===== src/rtl/channel_rx_pkg.sv =====
// Shared types and constants for the channel receiver: framing state enum,
// default sync byte and the integrator width helper.
package channel_rx_pkg;

    typedef enum logic {
        HUNT = 1'b0,
        DATA = 1'b1
    } rx_state_t;

    localparam logic [7:0] DEFAULT_SYNC_WORD = 8'hA5;
    localparam int         SAMPLE_WIDTH      = 9;

    // Sum of N signed samples needs log2(N) extra bits to never wrap.
    function automatic int acc_width(input int samples_per_bit);
        return SAMPLE_WIDTH + $clog2(samples_per_bit);
    endfunction

endpackage


===== src/rtl/rx_bit_slicer.sv =====
// Integrate-and-dump bit slicer: samples the channel once per update period,
// sums a fixed number of samples and decides each bit by the sign of the sum.
module rx_bit_slicer
    import channel_rx_pkg::*;
#(
    parameter int SAMPLE_PERIOD   = 4,
    parameter int SAMPLE_PHASE    = 0,
    parameter int SAMPLES_PER_BIT = 4
) (
    input  logic       clk,
    input  logic       reset,
    input  logic       rx_en,
    input  logic [8:0] channel_in,
    output logic       dec_bit,
    output logic       dec_valid,
    output logic       bit_out,
    output logic       bit_valid
);

    localparam int PHASE_W = (SAMPLE_PERIOD > 1) ? $clog2(SAMPLE_PERIOD) : 1;
    localparam int CNT_W   = $clog2(SAMPLES_PER_BIT);
    localparam int ACC_W   = acc_width(SAMPLES_PER_BIT);

    logic [PHASE_W-1:0]       phase;
    logic [CNT_W-1:0]         sample_cnt;
    logic signed [ACC_W-1:0]  acc;
    logic signed [ACC_W-1:0]  sample_ext;
    logic signed [ACC_W-1:0]  sum;
    logic                     strobe;
    logic                     last_sample;

    assign sample_ext  = {{(ACC_W-SAMPLE_WIDTH){channel_in[SAMPLE_WIDTH-1]}}, channel_in};
    assign strobe      = (phase == PHASE_W'(SAMPLE_PHASE)) && rx_en;
    assign last_sample = (sample_cnt == CNT_W'(SAMPLES_PER_BIT - 1));
    assign sum         = acc + sample_ext;

    // Decision is made on the sum including the current sample; zero counts as 0.
    assign dec_valid = strobe && last_sample;
    assign dec_bit   = !sum[ACC_W-1] && (sum != '0);

    always_ff @(posedge clk) begin
        if (reset) begin
            phase      <= '0;
            sample_cnt <= '0;
            acc        <= '0;
            bit_out    <= 1'b0;
            bit_valid  <= 1'b0;
        end else begin
            phase     <= (phase == PHASE_W'(SAMPLE_PERIOD - 1)) ? '0 : phase + 1'b1;
            bit_valid <= dec_valid;
            if (dec_valid) begin
                bit_out <= dec_bit;
            end
            if (!rx_en) begin
                acc        <= '0;
                sample_cnt <= '0;
            end else if (strobe) begin
                if (last_sample) begin
                    acc        <= '0;
                    sample_cnt <= '0;
                end else begin
                    acc        <= sum;
                    sample_cnt <= sample_cnt + 1'b1;
                end
            end
        end
    end

endmodule


===== src/rtl/channel_rx.sv =====
// Channel receiver top: bit slicer plus a HUNT/DATA framing FSM that finds the
// sync byte and then delivers a fixed number of data bytes.
module channel_rx
    import channel_rx_pkg::*;
#(
    parameter int         SAMPLE_PERIOD   = 4,
    parameter int         SAMPLE_PHASE    = 0,
    parameter int         SAMPLES_PER_BIT = 4,
    parameter logic [7:0] SYNC_WORD       = DEFAULT_SYNC_WORD,
    parameter int         FRAME_BYTES     = 2
) (
    input  logic       clk,
    input  logic       reset,
    input  logic       rx_en,
    input  logic [8:0] channel_in,
    output logic       bit_out,
    output logic       bit_valid,
    output logic [7:0] rx_data,
    output logic       rx_valid,
    output logic       in_frame,
    output logic       frame_abort
);

    localparam int BYTE_W = (FRAME_BYTES > 1) ? $clog2(FRAME_BYTES) : 1;

    rx_state_t         state, state_n;
    logic [7:0]        shreg, shreg_n, shifted;
    logic [2:0]        bit_cnt, bit_cnt_n;
    logic [BYTE_W-1:0] byte_cnt, byte_cnt_n;
    logic [7:0]        rx_data_n;
    logic              rx_valid_n;
    logic              frame_abort_n;
    logic              dec_bit;
    logic              dec_valid;

    rx_bit_slicer #(
        .SAMPLE_PERIOD   (SAMPLE_PERIOD),
        .SAMPLE_PHASE    (SAMPLE_PHASE),
        .SAMPLES_PER_BIT (SAMPLES_PER_BIT)
    ) u_slicer (
        .clk        (clk),
        .reset      (reset),
        .rx_en      (rx_en),
        .channel_in (channel_in),
        .dec_bit    (dec_bit),
        .dec_valid  (dec_valid),
        .bit_out    (bit_out),
        .bit_valid  (bit_valid)
    );

    assign shifted  = {shreg[6:0], dec_bit};
    assign in_frame = (state == DATA);

    always_ff @(posedge clk) begin
        if (reset) begin
            state       <= HUNT;
            shreg       <= '0;
            bit_cnt     <= '0;
            byte_cnt    <= '0;
            rx_data     <= '0;
            rx_valid    <= 1'b0;
            frame_abort <= 1'b0;
        end else begin
            state       <= state_n;
            shreg       <= shreg_n;
            bit_cnt     <= bit_cnt_n;
            byte_cnt    <= byte_cnt_n;
            rx_data     <= rx_data_n;
            rx_valid    <= rx_valid_n;
            frame_abort <= frame_abort_n;
        end
    end

    // The FSM reacts to the slicer's combinational decision so that byte and
    // state updates land on the same edge that registers bit_valid.
    always_comb begin
        state_n       = state;
        shreg_n       = shreg;
        bit_cnt_n     = bit_cnt;
        byte_cnt_n    = byte_cnt;
        rx_data_n     = rx_data;
        rx_valid_n    = 1'b0;
        frame_abort_n = 1'b0;

        if (!rx_en) begin
            state_n       = HUNT;
            shreg_n       = '0;
            bit_cnt_n     = '0;
            byte_cnt_n    = '0;
            frame_abort_n = (state == DATA);
        end else if (dec_valid) begin
            unique case (state)
                HUNT: begin
                    if (shifted == SYNC_WORD) begin
                        state_n    = DATA;
                        shreg_n    = '0;
                        bit_cnt_n  = '0;
                        byte_cnt_n = '0;
                    end else begin
                        shreg_n = shifted;
                    end
                end
                DATA: begin
                    if (bit_cnt == 3'd7) begin
                        rx_data_n  = shifted;
                        rx_valid_n = 1'b1;
                        shreg_n    = '0;
                        bit_cnt_n  = '0;
                        if (byte_cnt == BYTE_W'(FRAME_BYTES - 1)) begin
                            state_n    = HUNT;
                            byte_cnt_n = '0;
                        end else begin
                            byte_cnt_n = byte_cnt + 1'b1;
                        end
                    end else begin
                        shreg_n   = shifted;
                        bit_cnt_n = bit_cnt + 1'b1;
                    end
                end
                default: state_n = HUNT;
            endcase
        end
    end

endmodule


===== config.mk =====
export PLATFORM = sky130hd
export DESIGN_NAME = channel_rx
export DESIGN_NICKNAME = d
export VERILOG_FILES = /design/src/rtl/channel_rx_pkg.sv /design/src/rtl/rx_bit_slicer.sv /design/src/rtl/channel_rx.sv
export SDC_FILE = /design/constraint.sdc
export NUM_CORES = 1
export LEC_CHECK = 0
export CAP_MARGIN = 15
export CORE_UTILIZATION = 25
export CTS_CLUSTER_DIAMETER = 100
export DETAILED_ROUTE_END_ITERATION = 7
export GPL_TIMING_DRIVEN = 0
export PLACE_DENSITY_LB_ADDON = 0.08
export SLEW_MARGIN = 30
export SYNTH_ARGS = -nofsm -noshare
export SYNTH_HDL_FRONTEND = slang
export SYNTH_HIERARCHICAL = 1
export SYNTH_SLANG_ARGS = --single-unit

===== constraint.sdc =====
create_clock -name clk -period 4.8 [get_ports clk]
set_clock_uncertainty 0.2 [all_clocks]
set_input_delay 0.72 -clock clk [delete_from_list [all_inputs] [get_ports clk]]
set_output_delay 0.72 -clock clk [all_outputs]
set_load 0.01 [all_outputs]

==> reports/qor.csv, run 1 <==
stage,metric,value,unit
detailed_routing,Routed Antenna Nets,0,
timing,unrepaired setup endpoints after global routing,false,
placed_design,Final HPWL DP,3.58,mm
detailed_routing,total iterations of the first detailed-routing run,4,
power_and_ir_drop,Pleak,0.989,nW
setup_path,FF-to-FF setup slack,1090,ps
detailed_routing,Vias/cell,4.85,
placed_design,pre-CTS setup slack,267,ps
clock_tree,cts repair resizes,0,
setup_path,Crit. Startpoint,channel_in[0],
timing,Final WS setup,551,ps
power_and_ir_drop,Max VDD drop,0.131,mV
clock_tree,depth of the CTS H-tree,2,
clock_tree,CTS buffer count,5,
clock_tree,Post-CTS Setup Inserts,0,
setup_path,Reg2Reg Depth,11,
clock_tree,root buffer cell,clkbuf_8,
cells_and_area,fill count,858,
die,Die Y,93.3,um
global_routing,vias in the first global route,1727,
synth,Seq cells post-synth,39,
timing,hold slack,257,ps
synth,YS warnings,6,
cells_and_area,Area Growth Syn to Fin,23.0,%
synth,"Seq/Total Area, Yosys",0.375,
global_routing,largest net degree at the start of global routing,14,
setup_path,crit-path max FO,5,
cells_and_area,final net count,294,
clock_tree,clock sink count,39,
timing,Max Slew Vio Count,0,
placed_design,Port Buffers,24,
timing,endpoints failing hold,0,
setup_path,CP Data Required Time,4840,ps
synth,Synth Flop Type,dfxtp_1,
setup_path,CP arrival,4290,ps
hold_path,Hold Path Class,reg -> reg,
setup_path,Critical Path End Type,flop,
die,full die area,8710,um2
global_routing,initial antenna violation count,0,
die,row cnt,32,
synth,library cells used by synthesis,53,
clock_tree,worst-skew pair later-pin latency,290,ps
cells_and_area,ratio of cells with drive above 1 in the final layout,0.0824,
timing,period utilization,0.885,
synth,Async SR Flop Fraction,0,
cells_and_area,most frequent cells in the layout,"dfxtp_1 (39), nand2_1 (28), a21oi_1 (28)",
clock_tree,Post-CTS Hold Buffers,0,
setup_path,Worst Setup Start Kind,primary input,
die,Initial Util,0.264,
clock_tree,CTS tree,yes,
setup_path,RR Startpoint,u_slicer/acc[0],
synth,Syn Nets,263,
placed_design,placed instance area,2450,um2
cells_and_area,"commonest non-fill, non-tap cell in the layout",dfxtp_1,
detailed_routing,total number of vias,1788,
clock_tree,Longest Clk Path Bufs,2,
cells_and_area,ant diodes,0,
timing,Least-Margin Pin Slew,635,ps
detailed_routing,# DRC,0,
die,IO Count,25,
power_and_ir_drop,power density cells,275,nW/um2
clock_tree,Clock transition at path regs,80,ps
hold_path,Hold Path Stages,2,
detailed_routing,starting DRC count in detailed routing,99,
global_routing,total grt overflow,0,
flow_run,# Max-Cap Violations,0,
timing,min Tclk post-route,4250,ps
timing,setup violators final,0,
status,outcome,"complete, no violations",
setup_path,WS Path Type,in -> reg,
hold_path,Worst Min Path Start,rx_data[4],
global_routing,Total GRT Usage,0.125,
die,Die Span X,93.3,um
synth,syn avg cell area,8.87,um2
global_routing,first-pass GRT wire length,8.56,mm
timing,TNS Setup,0,ps
timing,fmax,0.235,GHz
synth,Post-Syn Instances,235,
synth,Post-synth EDFFs,0,
die,Core Region,7890,um2
placed_design,Final GP Congestion,0.713,
timing,Max-Slew Margin vs Limit,0.575,
cells_and_area,cell area after layout,2560,um2
synth,Post-Syn Area,2080,um2
detailed_routing,total wire length,4.85,mm
detailed_routing,wire per inst,13.1,um
[kinds of logic (layout without fill, tap and decap cells)]
kind of cell	count (synthesis)	in the layout	synth area share
AOI/OAI and AO/OA	63	63	0.208
xor gates and xnor gates	6	6	0.0252
adders and majority gates	16	16	0.0996
buffers and inverters	17	49	0.0420
DFF	39	39	0.375
muxes	1	1	0.00480
and+or+nand+nor	93	93	0.246
[cell type report]
type                            instances  area (um2)  share of cell area
Clock buffer                            5        68.8              0.0268
Timing Repair Buffer                   24         240              0.0937
Inverter                                9        41.3              0.0161
Clock inverter                          3        43.8              0.0171
Sequential cell                        39         781               0.304
Multi-Input combinational cell        179        1220               0.474
Buffer                                  8        46.3              0.0180
Tap cell                              102         128              0.0498
[routing by layer]
metal	global-route usage	routed length [um]	vias up
li1	-	-	929
met1	0.190	2630	808
met2	0.176	1880	46
met3	0.0244	298	5
met4	0.0308	41	0
met5	0	0	-
[sequential cells by signal (all words and copies together), names as in the netlist]
register and cells:
bit_cnt 3, byte_cnt 1, frame_abort 1, in_frame 1, rx_data 8, rx_valid 1
shreg 7, u_slicer/acc 11, u_slicer/bit_out 1, u_slicer/bit_valid 1, u_slicer/phase 2, u_slicer/sample_cnt 2
[metrics by stage]
step           utilization  cells  power, mW
6_report             0.325    369      0.706
5_1_grt              0.325    369      0.745
4_1_cts              0.325    369      0.717
3_5_place_dp         0.311    361      0.436
3_3_place_gp         0.311    361      0.437
2_1_floorplan            -    235      0.407
[critical path, cell delays in order]
cell             delay (ps)
clkdlybuf4s50_1         400
ha_1                    230
fa_1                    410
a21o_1                  220
and4_4                  210
or4_2                   560
a32oi_1                 240
nor4b_4                 270
nor2_1                  130
and4bb_2                300
a2111oi_4               390
a221o_1                 200
[worst paths after layout]
path / to
max: shreg[2]
min: rx_data[4]
max reg2reg: shreg[2]
min reg2reg: rx_data[4]
[power by group]
| part | internal (mW) | total, mW | switching, mW | leakage (nW) |
|---|---|---|---|---|
| registers | 0.330 | 0.334 | 0.00438 | 0.315 |
| logic | 0.0403 | 0.0944 | 0.0541 | 0.615 |
| clock network | 0.155 | 0.277 | 0.123 | 0.0581 |
| total | 0.525 | 0.706 | 0.181 | 0.989 |
[cell usage after synthesis (all sizes together) (2+ instances only)]
cell type	number	area share
a211oi	2	0.0072
a21o	3	0.011
a21oi	28	0.067
a221o	3	0.014
a22oi	5	0.018
a311oi	2	0.0084
a31oi	3	0.0090
a32oi	2	0.0084
and2	2	0.0060
and3	4	0.012
and4	3	0.014
and4bb	2	0.014
buf	5	0.016
clkbuf	3	0.0060
dfxtp	39	0.37
ha	15	0.090
inv	9	0.020
nand2	28	0.050
nand2b	3	0.0090
nand3	11	0.026
nand4	2	0.0090
nor2	17	0.031
nor2b	2	0.0060
nor3	6	0.014
nor3b	4	0.014
o21ai	6	0.014
o31a	2	0.0084
o41ai	2	0.012
or3	2	0.0060
xnor2	4	0.017
xor2	2	0.0084
Power figures use the tool's default switching activity.
==> run 2, diff against run 1 <==
--- a/config.mk
+++ b/config.mk
@@ -5,12 +5,14 @@
 export SDC_FILE = /design/constraint.sdc
 export NUM_CORES = 1
 export LEC_CHECK = 0
-export CAP_MARGIN = 15
+export CAP_MARGIN = 40
 export CORE_UTILIZATION = 25
+export CTS_BUF_LIST = sky130_fd_sc_hd__clkbuf_4
 export CTS_CLUSTER_DIAMETER = 100
 export DETAILED_ROUTE_END_ITERATION = 7
 export GPL_TIMING_DRIVEN = 0
 export PLACE_DENSITY_LB_ADDON = 0.08
+export SETUP_SLACK_MARGIN = 0.15
 export SLEW_MARGIN = 30
 export SYNTH_ARGS = -nofsm -noshare
 export SYNTH_HDL_FRONTEND = slang
==> run 2 against run 1 <==
Worst hold slack gained 6.7 ps. Global-route usage down 0.14 points. Largest cell class unchanged. Critical path type unchanged. Sequential cell count stayed put.
==> reports/qor.csv, run 2 (synthesized netlist as in run 1, its figures left out) <==
stage,metric,value,unit
detailed_routing,wire per inst,13.2,um
setup_path,crit-path max FO,5,
detailed_routing,starting DRC count in detailed routing,106,
setup_path,CP Data Required Time,4900,ps
timing,endpoints failing hold,0,
cells_and_area,ratio of cells with drive above 1 in the final layout,0.0824,
global_routing,routing usage on met3,0.0244,
cells_and_area,Area Growth Syn to Fin,21.5,%
clock_tree,Post-CTS Hold Buffers,0,
timing,unrepaired setup endpoints after global routing,false,
clock_tree,CTS tree,yes,
clock_tree,root buffer cell,clkbuf_4,
setup_path,Critical Path End Type,flop,
cells_and_area,register with the most flip-flops,u_slicer/acc,
power_and_ir_drop,power after layout,0.656,mW
cells_and_area,Top Registers,"u_slicer/acc (11), rx_data (8), shreg (7)",
timing,min Tclk post-route,4170,ps
timing,Least-Margin Pin Slew,681,ps
timing,Max-Slew Margin vs Limit,0.545,
power_and_ir_drop,Pleak,0.976,nW
setup_path,RR Startpoint,u_slicer/acc[0],
die,Core Region,7890,um2
timing,setup violators final,0,
cells_and_area,ant diodes,0,
clock_tree,Clock transition at path regs,130,ps
die,Die Span X,93.3,um
setup_path,CP arrival,4270,ps
die,full die area,8710,um2
setup_path,Reg2Reg Depth,11,
setup_path,WS Path Type,in -> reg,
global_routing,met1 GRT Util,0.188,
timing,Max Slew Vio Count,0,
detailed_routing,total number of vias,1771,
die,IO Count,25,
cells_and_area,"commonest non-fill, non-tap cell in the layout",dfxtp_1,
clock_tree,clock sink count,39,
clock_tree,worst-skew pair later-pin latency,340,ps
cells_and_area,max reg flops,11,
placed_design,Final HPWL DP,3.58,mm
power_and_ir_drop,Max VDD drop,0.122,mV
global_routing,largest net degree at the start of global routing,14,
detailed_routing,# DRC,0,
power_and_ir_drop,power density cells,259,nW/um2
cells_and_area,most frequent cells in the layout,"dfxtp_1 (39), nand2_1 (28), a21oi_1 (28)",
placed_design,Port Buffers,24,
clock_tree,Longest Clk Path Bufs,2,
flow_run,# Max-Cap Violations,0,
setup_path,Crit. Startpoint,channel_in[0],
timing,fmax,0.240,GHz
setup_path,Worst Setup Start Kind,primary input,
global_routing,Total GRT Usage,0.123,
hold_path,Hold Path Class,reg -> reg,
global_routing,most crowded layer after global routing,met1,
clock_tree,CTS buffer count,5,
detailed_routing,total wire length,4.87,mm
cells_and_area,fill count,856,
timing,TNS Setup,0,ps
clock_tree,Post-CTS Setup Inserts,0,
clock_tree,cts repair resizes,0,
die,Initial Util,0.264,
hold_path,Hold Path Stages,2,
global_routing,initial antenna violation count,0,
global_routing,first-pass GRT wire length,8.49,mm
global_routing,total grt overflow,0,
die,Die Y,93.3,um
global_routing,global-route met2 utilization,0.176,
status,outcome,"complete, no violations",
setup_path,RR Endpoint,shreg[2],
detailed_routing,total iterations of the first detailed-routing run,4,
timing,period utilization,0.869,
hold_path,hold path endpoint,rx_data[4],
global_routing,vias in the first global route,1732,
detailed_routing,Routed Antenna Nets,0,
clock_tree,depth of the CTS H-tree,2,
hold_path,Worst Min Path Start,rx_data[4],
detailed_routing,Vias/cell,4.80,
placed_design,Final GP Congestion,0.713,
setup_path,FF-to-FF setup slack,1100,ps
cells_and_area,final net count,294,
die,row cnt,32,
[run 2: stage by stage]
step | setup slack (ps) | utilization | hold slack [ps] | instances | instance area, um2
6_report | 628 | 0.321 | 264 | 369 | 2530
5_1_grt | 466 | 0.321 | 294 | 369 | 2530
4_1_cts | 614 | 0.321 | 265 | 369 | 2530
3_5_place_dp | 267 | 0.311 | 247 | 361 | 2450
3_3_place_gp | 218 | 0.311 | 245 | 361 | 2450
2_1_floorplan | 965 | - | 225 | 235 | 2080
[run 2: area by class of cell]
type                    count  area [um2]  area share
clock inverters             3        43.8      0.0173
flip-flops and latches     39         781       0.308
plain buffers               8        46.3      0.0183
clock buffers               5        37.5      0.0148
repair buffers             24         240      0.0948
multi-input cells         179        1220       0.480
inverters                   9        41.3      0.0163
well taps                 102         128      0.0504
[run 2: worst max-delay path by stage]
| stage | to | slack (ps) | cells after the start |
|---|---|---|---|
| 3_5_place_dp | shreg[2] | 270 | 12 |
| 5_1_grt | shreg[0] | 470 | 12 |
| 3_3_place_gp | shreg[2] | 220 | 12 |
| 6_report | shreg[2] | 630 | 12 |
| 4_1_cts | shreg[2] | 610 | 12 |
| 2_1_floorplan | shreg[0] | 960 | 11 |
[run 2: report_power, final]
part,internal [mW],switching (mW),total [mW]
Sequential,0.330,0.00439,0.335
Clock,0.110,0.117,0.227
Combinational,0.0403,0.0545,0.0948
Total,0.481,0.176,0.656
[run 2: metal layers]
layer	vias to the layer above	wire [um]
li1	930	-
met1	791	2660
met2	48	1880
met3	2	300
met4	0	25
met5	-	0
[run 2: worst max-delay path, stage by stage]
cell and delay, ps:
clkdlybuf4s50_1 400, ha_1 230, fa_1 410, a21o_1 220
and4_4 210, or3_1 340, a2111o_1 460, nor4b_4 270
nor2_1 130, and4bb_2 310, a2111oi_4 370, a221o_1 200
==> run 3, diff against run 2 <==
--- a/config.mk
+++ b/config.mk
@@ -5,8 +5,9 @@
 export SDC_FILE = /design/constraint.sdc
 export NUM_CORES = 1
 export LEC_CHECK = 0
+export ABC_CLOCK_PERIOD_IN_PS = 4800
 export CAP_MARGIN = 40
-export CORE_UTILIZATION = 25
+export CORE_UTILIZATION = 45
 export CTS_BUF_LIST = sky130_fd_sc_hd__clkbuf_4
 export CTS_CLUSTER_DIAMETER = 100
 export DETAILED_ROUTE_END_ITERATION = 7
==> run 3 against run 2 <==
First-iteration DRC count increased by 0.94%. Via count decreased by 1.2%. Critical endpoint unchanged. Total power decreased by 10%. Global-route usage increased by 6.1 points. Largest cell class unchanged. Largest power group unchanged. Setup slack got worse by 15 ps. Routed wire length decreased by 14%.
==> reports/qor.csv, run 3 (synthesized netlist as in run 1, its figures left out) <==
stage,metric,value,unit
status,outcome,"complete, no violations",
placed_design,Port Buffers,24,
power_and_ir_drop,Flop pwr share,0.568,
timing,TNS Setup,0,ps
setup_path,FF-to-FF setup slack,1090,ps
placed_design,placed instance area,2390,um2
timing,Max-Slew Margin vs Limit,0.581,
die,Die Span X,70.1,um
detailed_routing,# DRC,0,
cells_and_area,ratio of cells with drive above 1 in the final layout,0.0749,
die,Initial Util,0.472,
placed_design,Final GP Congestion,0.765,
setup_path,RR Startpoint,u_slicer/acc[0],
power_and_ir_drop,Sw Share,0.270,
timing,Final WS setup,613,ps
clock_tree,clock sink count,39,
die,Die Y,70.1,um
global_routing,largest net degree at the start of global routing,12,
setup_path,cells along the critical path,clkdlybuf4s50_1 > ha_1 > fa_1 > a21o_1 > and4_4 > or3_1 > a2111o_1 > nor4b_4 > nor2_1 > and4bb_2 > a2111oi_4 > a221o_1,
power_and_ir_drop,clock share of power,0.276,
timing,min Tclk post-route,4190,ps
hold_path,hold path endpoint,rx_data[1],
detailed_routing,wire per inst,13.1,um
cells_and_area,register with the most flip-flops,u_slicer/acc,
power_and_ir_drop,Net Switching,0.159,mW
clock_tree,CTS buffer count,5,
timing,Least-Margin Pin Slew,626,ps
detailed_routing,total number of vias,1750,
setup_path,Worst Setup Start Kind,primary input,
die,IO Count,25,
clock_tree,cts repair resizes,0,
timing,unrepaired setup endpoints after global routing,false,
hold_path,Worst Min Path Start,rx_data[1],
clock_tree,Post-CTS Hold Buffers,0,
power_and_ir_drop,power density cells,241,nW/um2
setup_path,Reg2Reg Depth,11,
setup_path,CP Data Required Time,4890,ps
detailed_routing,Routed Antenna Nets,0,
power_and_ir_drop,Int Power,0.430,mW
clock_tree,worst-skew pair later-pin latency,340,ps
power_and_ir_drop,Max VDD drop,0.191,mV
global_routing,Total GRT Usage,0.184,
cells_and_area,Top Registers,"u_slicer/acc (11), rx_data (8), shreg (7)",
power_and_ir_drop,Pleak,0.961,nW
flow_run,# Max-Cap Violations,0,
global_routing,first-pass GRT wire length,7.29,mm
timing,setup violators final,0,
timing,Max Slew Vio Count,0,
clock_tree,Clock transition at path regs,110,ps
setup_path,CP arrival,4280,ps
cells_and_area,fill count,419,
cells_and_area,final net count,294,
cells_and_area,"commonest non-fill, non-tap cell in the layout",dfxtp_1,
die,full die area,4910,um2
cells_and_area,cell area after layout,2440,um2
detailed_routing,total iterations of the first detailed-routing run,4,
cells_and_area,most frequent cells in the layout,"dfxtp_1 (39), nand2_1 (28), a21oi_1 (28)",
timing,period utilization,0.872,
detailed_routing,total wire length,4.17,mm
setup_path,Top delay family on crit path,compound AO/OA/AOI/OAI gates,
setup_path,WS Path Type,in -> reg,
cells_and_area,max reg flops,11,
die,row cnt,24,
power_and_ir_drop,Comb power frac,0.156,
cells_and_area,fin util,0.553,
timing,fmax,0.239,GHz
timing,endpoints failing hold,0,
setup_path,delay of the slowest critical-path stage,470,ps
placed_design,pre-CTS setup slack,308,ps
setup_path,Critical Path End Type,flop,
global_routing,total grt overflow,0,
clock_tree,Post-CTS Setup Inserts,0,
setup_path,"Max stage delay cell, worst path",a2111o_1,
clock_tree,CTS tree,yes,
clock_tree,root buffer cell,clkbuf_4,
die,Core Region,4410,um2
detailed_routing,Vias/cell,5.49,
hold_path,Hold Path Class,reg -> reg,
cells_and_area,ant diodes,0,
setup_path,RR Endpoint,shreg[2],
setup_path,CP bufs+invs,1,
setup_path,crit-path max FO,5,
detailed_routing,starting DRC count in detailed routing,107,
global_routing,vias in the first global route,1596,
hold_path,Hold Path Stages,2,
clock_tree,depth of the CTS H-tree,2,
clock_tree,Longest Clk Path Bufs,2,
placed_design,Final HPWL DP,3.12,mm
global_routing,initial antenna violation count,0,
cells_and_area,Area Growth Syn to Fin,17.2,%
## run 3: final cells by class
type / instances / area, um2 / area share
clock buffer: 6 / 45.0 / 0.0184
inverter: 9 / 41.3 / 0.0169
clock inverter: 2 / 7.51 / 0.00307
multi-input combinational: 179 / 1220 / 0.498
sequential: 39 / 781 / 0.320
buffer: 8 / 46.3 / 0.0190
timing repair buffer: 24 / 240 / 0.0984
tap: 52 / 65.1 / 0.0266
## run 3: power groups by stage
| stage | sequential (mW) | combinational [mW] | clock [mW] |
|---|---|---|---|
| final | 0.334 | 0.0922 | 0.163 |
| after global routing | 0.335 | 0.103 | 0.180 |
| after CTS | 0.335 | 0.0921 | 0.167 |
| after detailed placement | 0.342 | 0.0916 | 0 |
| after global placement | 0.342 | 0.0911 | 0 |
| after floorplan | 0.341 | 0.0657 | 0 |
## run 3: metal layers
metal  vias up  routed length, um  global-route usage  share of wire
met5         -                  0                   0              0
met4         0                 48              0.0600          0.012
met3         6                163              0.0433          0.039
met2        32               1750               0.270           0.42
met1       782               2210               0.264           0.53
li1        930                  -                   -              -
## run 3: how the worst max path moves through the flow
stage	startpoint	to	slack (ps)	depth (start not counted)
6_report	channel_in[0]	shreg[2]	610	12
5_1_grt	channel_in[0]	shreg[2]	460	12
4_1_cts	channel_in[0]	shreg[2]	630	12
3_5_place_dp	channel_in[0]	shreg[2]	310	12
3_3_place_gp	channel_in[0]	shreg[5]	300	12
2_1_floorplan	channel_in[0]	shreg[0]	960	11
## run 3: worst reg2reg max path, cell delays in order, from the launching register on
cell       delay [ps]
dfxtp_1           330
ha_1              200
fa_1              410
a21o_1            210
and4_4            210
or3_1             330
a2111o_1          470
nor4b_4           280
nor2_1            130
and4bb_2          300
a2111oi_4         370
a221o_1           210
## run 3: stage by stage
step	instances	hold WS, ps	total power [mW]
after floorplan	235	225	0.407
after global placement	311	244	0.433
after detailed placement	311	248	0.434
after CTS	319	263	0.594
after global routing	319	277	0.618
final	319	258	0.589
